`config.mk`:
```
export PLATFORM = sky130hd
export DESIGN_NAME = regfile_mp
export DESIGN_NICKNAME = d
export VERILOG_FILES = /design/src/rtl/regfile_mp.sv
export SDC_FILE = /design/constraint.sdc
export NUM_CORES = 2
export LEC_CHECK = 0
export BUFFER_PORTS_ARGS = -buffer_cell sky130_fd_sc_hd__buf_2
export CAP_MARGIN = 20
export CORE_MARGIN = 10
export CORE_UTILIZATION = 35
export DETAILED_ROUTE_END_ITERATION = 8
export SYNTH_ARGS = -nofsm -noshare
export SYNTH_HDL_FRONTEND = slang
export SYNTH_SLANG_ARGS = --single-unit
```
`constraint.sdc`:
```
create_clock -name clk -period 4.2 [get_ports clk]
set_input_delay 0.21 -clock clk [delete_from_list [all_inputs] [get_ports clk]]
set_output_delay 0.21 -clock clk [all_outputs]
set_load 0.05 [all_outputs]
```
`src/rtl/regfile_mp.sv`:
```
// Multi-port register file with optional write-to-read bypass, hardwired zero
// register and a per-register pending-write scoreboard.
module regfile_mp #(
   parameter int unsigned ADDR_W   = 5,
   parameter int unsigned BUS_W    = 32,
   parameter int unsigned NUM_RD   = 2,
   parameter int unsigned NUM_WR   = 2,
   parameter bit          ZERO_REG = 1'b1,
   parameter bit          BYPASS   = 1'b1
) (
   input  logic                       clk,
   input  logic                       rst,
   input  logic [NUM_WR-1:0]          w_en,
   input  logic [NUM_WR*ADDR_W-1:0]   w_addr,
   input  logic [NUM_WR*BUS_W-1:0]    w_data,
   input  logic [NUM_RD*ADDR_W-1:0]   r_addr,
   output logic [NUM_RD*BUS_W-1:0]    r_data,
   output logic [NUM_RD-1:0]          r_busy,
   input  logic                       sb_set,
   input  logic [ADDR_W-1:0]          sb_addr
);

   localparam int unsigned DEPTH = 2 ** ADDR_W;

   logic [BUS_W-1:0] mem_q [DEPTH];
   logic [BUS_W-1:0] mem_d [DEPTH];
   logic [DEPTH-1:0] busy_q;
   logic [DEPTH-1:0] busy_d;

   // Next register contents: ports applied in ascending order so the highest index wins.
   always_comb begin
      mem_d = mem_q;
      for (int unsigned k = 0; k < NUM_WR; k++) begin
         if (w_en[k] && !(ZERO_REG && (w_addr[k*ADDR_W +: ADDR_W] == '0))) begin
            mem_d[w_addr[k*ADDR_W +: ADDR_W]] = w_data[k*BUS_W +: BUS_W];
         end
      end
   end

   // Next scoreboard: writes clear, a new issue sets afterwards so set wins.
   always_comb begin
      busy_d = busy_q;
      for (int unsigned k = 0; k < NUM_WR; k++) begin
         if (w_en[k]) begin
            busy_d[w_addr[k*ADDR_W +: ADDR_W]] = 1'b0;
         end
      end
      if (sb_set) begin
         busy_d[sb_addr] = 1'b1;
      end
      if (ZERO_REG) begin
         busy_d[0] = 1'b0;
      end
   end

   // State registers; reset discards any in-flight write.
   always_ff @(posedge clk or negedge rst) begin
      if (!rst) begin
         for (int unsigned i = 0; i < DEPTH; i++) begin
            mem_q[i] <= '0;
         end
         busy_q <= '0;
      end else begin
         for (int unsigned i = 0; i < DEPTH; i++) begin
            mem_q[i] <= mem_d[i];
         end
         busy_q <= busy_d;
      end
   end

   // Combinational read ports with optional same-cycle forwarding.
   always_comb begin
      r_data = '0;
      r_busy = '0;
      for (int unsigned j = 0; j < NUM_RD; j++) begin
         logic [ADDR_W-1:0] ra;
         logic [BUS_W-1:0]  rd;
         logic              rb;
         ra = r_addr[j*ADDR_W +: ADDR_W];
         rd = mem_q[ra];
         rb = busy_q[ra];
         if (BYPASS) begin
            for (int unsigned k = 0; k < NUM_WR; k++) begin
               if (w_en[k] && (w_addr[k*ADDR_W +: ADDR_W] == ra)) begin
                  rd = w_data[k*BUS_W +: BUS_W];
                  rb = 1'b0;
               end
            end
         end
         if (ZERO_REG && (ra == '0)) begin
            rd = '0;
            rb = 1'b0;
         end
         if (!rst) begin
            rd = '0;
            rb = 1'b0;
         end
         r_data[j*BUS_W +: BUS_W] = rd;
         r_busy[j]                = rb;
      end
   end

endmodule

```
# --- Word-level counts from Yosys, hierarchy flattened ---
# Cells that the tools add are included.
op_classes:
  magnitude_cmp: 14
  eq_ne: 4
  mux: 43
  n_bitwise: 9
  n_reduce_logical: 17
ops:
  columns: ["operator", "n"]
  rows:
  - ["$bwmux 1024", 2]
  - ["$mux 1024", 2]
  - ["$mux 32", 17]
  - ["$bmux 32 s5", 2]
  - ["$demux 32 s5", 2]
  - ["$and 32x32->32", 2]
  - ["$not 32->32", 2]
  - ["$or 32x32->32", 1]
  - ["$lt 5x6->1 const B", 5]
  - ["$ge 6x6->1 const B", 4]
  - ["$not 5->6", 4]
  - ["$eq 5x5->1", 4]
  - ["$logic_not 5->1", 4]
  - ["$demux 1 s5", 3]
  - ["$ge 5x1->1 const B", 3]
  - ["$mux 1", 13]
  - ["$lt 6x1->1 const B", 2]
  - ["$logic_and 1x1->1", 11]
  - ["$bmux 1 s5", 2]
  - ["$logic_not 1->1", 2]
totals:
  register_bits: 1055
  input_bits: 94
  out_inout_bits: 66

# --- Depth between registers and ports, before layout ---
depth:
  word_depth: 11
  mapped_depth: 11
  depth_no_buf: 6

# --- Least setup slack after synthesis ---
# Ideal clock, no wire load.
synth_timing:
  kind: "input to output"
  from: "in r_addr[0]"
  to: "out r_data[9]"
  arrival_ns: 3.134
  slack_ns: 0.856
  stages: 11
  path_buffers: 6
  path_cell_list: "buf_6 buf_12 buf_6 buf_6 buf_8 buf_2 nand3_1 nand3_1 nor3b_1 nor4_1 o41ai_1"
synth_between:
  elab_chain_cells: 8
  elab_cells_between_ends: 13
  cone_classes: "eq/ne: 2; mux: 7; bitwise: 1; reduce/logical: 3"
synth_lines:
  columns: ["element", "line", "rtl"]
  rows:
  - ["start: declaration", "16", "input logic [NUM_RD*ADDR_W-1:0] r_addr,"]
  - ["$not 5->6 (implied by the code)", "80", "rd = mem_q[ra];"]
  - ["$bmux 32 s5", "80", null]
  - ["$mux 32 (implied by the code) (2 in series)", "80", null]
  - ["$mux 32 (2 in series)", "84", "if (w_en[k] && (w_addr[k*ADDR_W +: ADDR_W] == ra)) begin"]
  - ["$mux 32 *", "90", "if (ZERO_REG && (ra == '0)) begin"]
  - ["$mux 32 *", "94", "if (!rst) begin"]
  - ["end: declaration", "17", "output logic [NUM_RD*BUS_W-1:0] r_data,"]
# Every way passes the cells marked *; elsewhere a longest branch is shown, timed or not. The select of a mux whose other input is x is not followed.

# --- Final worst setup path ---
layout_timing:
  from: "in r_addr[4]"
  to: "out r_data[20]"
# The elaborated chain is that of the path after synthesis.

==> summary.txt <==
Timing
  • Clock skew: 0 ns
  • Slew headroom: 0.165
  • RSZ-0062 raised after global routing: false
  • Fin crit share: 0.965
  • Tmin final: 4.05 ns
  • Fmax: 0.247 GHz
  • Final Max Tran Viols: 0
  • Setup violators final: 0
  • Least-Margin Pin Slew: 1.25 ns
  • Final Hold Vio Count: 0
  • Post-route setup TNS: 0 ns

CTS
  • Clock Path Buffers: 3
  • Clock transition at the registers of the reported paths: around 0.060 ns
  • CTS Root Cell: clkbuf_16
  • Clock Sinks: 1,055
  • CTS tree: done
  • Inserted Clock Buffers: 110
  • Post_cts resized: 0
  • CTS H-tree lvls: 3
  • Post-CTS Setup Inserts: 0
  • Worst-Skew Late Latency: around 0.76 ns

Synth
  • Mapped cell area: 66,800 sq um
  • Area leader, netlist: dfrtp_1
  • Cell variety after synth: 55
  • Primary FF master, synth: dfrtp_1
  • Synth area leaders: dfrtp_1 40%, mux4_2 16%, mux2i_1 16%
  • Top cell type's share of synthesized area: 0.395
  • EDFF count, synth: 0
  • Most frequent cell after synthesis: dfrtp_1
  • Synth Warn #: 0
  • FFs w/ async S/R, synth: 1.00
  • Flops & latches, synth: 1,055
  • Synth Instances: 6,449
  • Post-synth top cells: 1,055 x dfrtp_1, 1,049 x mux2i_1, 641 x a21oi_1
  • Mapped Avg Cell Area: 10.4 sq um
  • Seq/Total Area, Yosys: 0.395
  • Post-Synthesis Net Count: 6,543

Floorplanning
  • Die area: 209,000 sq um
  • Initial Util: 0.351
  • FP Rows: 160
  • # IOs: 160
  • Die Width: roughly 460 um
  • Chip Height: 457 um
  • Core area: 190,000 sq um

Global routing
  • Largest net degree at the start of global routing: 176
  • First-pass GRT wire length: a little over 400 mm
  • Initial antenna violation count: 25
  • Total GRT Usage: 0.262
  • Grt total ovfl: 0
  • Vias in the first global route: 54,500

Drt
  • # DRC: 0
  • Routed Antenna Nets: 0
  • Via-to-Cell Ratio: 6.39
  • Vias: ~56,000
  • DRT iter0 DRCs: 8,361
  • Final WL: 283 mm
  • Post-DR wirelength/cell: 32.4 um
  • Router iterations before antenna repair: 6

Critical path
  • Crit Path Max Fanout: 21
  • Critical Path AT: 3.84 ns
  • Crit path kind: in2out
  • Worst R2R Setup Slack: 2.87 ns
  • Startpoint Class: input pin
  • CP required: ~4.0 ns
  • FF-to-FF path depth: 3
  • Setup crit end kind: primary output

Pwr
  • PwrDens: approximately 460 nW/um^2
  • Worst ir drop on vdd: 0.374 mV
  • LEAKAGE: 0.0350 uW

Run
  • Total of max-cap violations: 0

Layout
  • NumNets Final: 6,208
  • Utilization after layout: 0.389
  • Share of cells above drive strength 1: 0.183
  • Area grow syn2layout: 10.7%

Placement
  • Gpl congestion: between 0.9 and 1
  • Detailed placer's ending HPWL: roughly 170 mm
  • IO buf count: 159

Min path
  • Hold Path Class: in2reg
  • Hold depth: 3

Run status
  • Status: complete, no violations
## sequential cells by signal, indices dropped and copies added (netlist names)
signal,flops
busy_q,31
mem_q,1024
## layer usage
metal	global-route usage	wire, um
met5	0	50
met1	0.324	103000
met3	0.0655	30900
met2	0.394	125000
met4	0.195	23900
## timing repair
item / CTS / global route
endpoints found under the setup margin: 0 / 0
endpoints found under the hold margin: 469 / 0
hold buffers: 23 / 0
## stage by stage
| stage | instances | power [uW] | area [sq um] | setup WS, ns | hold WS, ns |
|---|---|---|---|---|---|
| floorplan | 6449 | 21100 | 66800 | 0.856 | -0.0856 |
| global placement | 8488 | 23700 | 70000 | 0.445 | 0.115 |
| detailed placement | 8488 | 24100 | 70000 | 0.491 | 0.116 |
| CTS | 8710 | 34100 | 73800 | 0.266 | 0.000546 |
| global route | 8721 | 35700 | 73900 | 0.242 | 0.0467 |
| finish | 8728 | 34300 | 73900 | 0.145 | 0.0402 |
## where the power goes
group	total [uW]	internal [uW]	switching, uW
registers	15000	12800	2210
clock network	10100	5650	4480
logic	9200	4680	4520
total	34300	23100	11200
## cell families after synthesis
kind of cell | Yosys count | share of synthesized area
buffers and inverters | 862 | 0.0550
multiplexers | 1542 | 0.323
AND/OR/NAND/NOR | 1379 | 0.0854
flip-flops | 1055 | 0.395
AO/OA/AOI/OAI | 1591 | 0.139
XOR/XNOR | 20 | 0.00262
## cell type report
class	count	area, sq um
fill	18100	116000
multi-input combinational	4532	37200
sequential	1055	26400
timing repair buffer	397	3410
clock buffer	160	3210
tap	2511	3140
clock inverter	39	365
inverter	18	70.1
antenna	16	40.0
## critical path, stage by stage
cell	delay, ns
buf_2	0.56
xor2_1	0.14
nor4_1	0.42
and3_2	0.41
buf_4	0.52
a2111oi_1	0.12
nor3_1	0.89
buf_4	0.25
buf_2	0.27
## placed cells by master, fill, tap and decap left out, types with 6 or more instances in the layout
cell type / instances
dfrtp_1: 1055
mux2i_1: 1049
a21oi_1: 640
nor2_1: 585
o21ai_0: 528
nand2_1: 501
mux4_2: 489
buf_4: 165
buf_2: 147
a22oi_1: 130
a211oi_1: 123
clkbuf_16: 113
nor2b_1: 81
nor3_1: 63
a221oi_1: 57
buf_12: 52
nand2_4: 42
o22ai_1: 30
a32o_1: 29
clkinv_2: 27
clkbuf_1: 26
dlygate4sd3_1: 23
and2_1: 22
clkbuf_8: 21
a2111oi_1: 19
nor2_4: 17
diode_2: 16
inv_1: 16
nand3_1: 13
xor2_1: 10
xnor2_1: 10
a2111oi_2: 8
and3b_1: 6
nor3b_1: 6
bufinv_16: 6
buf_8: 6
## final timing paths
kind,startpoint,to
max,r_addr[4],r_data[20]
min reg2reg,mem_q[998],mem_q[998]
min in group asynchronous,rst,mem_q[385]
max reg2reg,mem_q[236],mem_q[236]
max in group asynchronous,rst,mem_q[626]
min,w_data[58],mem_q[890]
(Power assumes the default switching activity.)
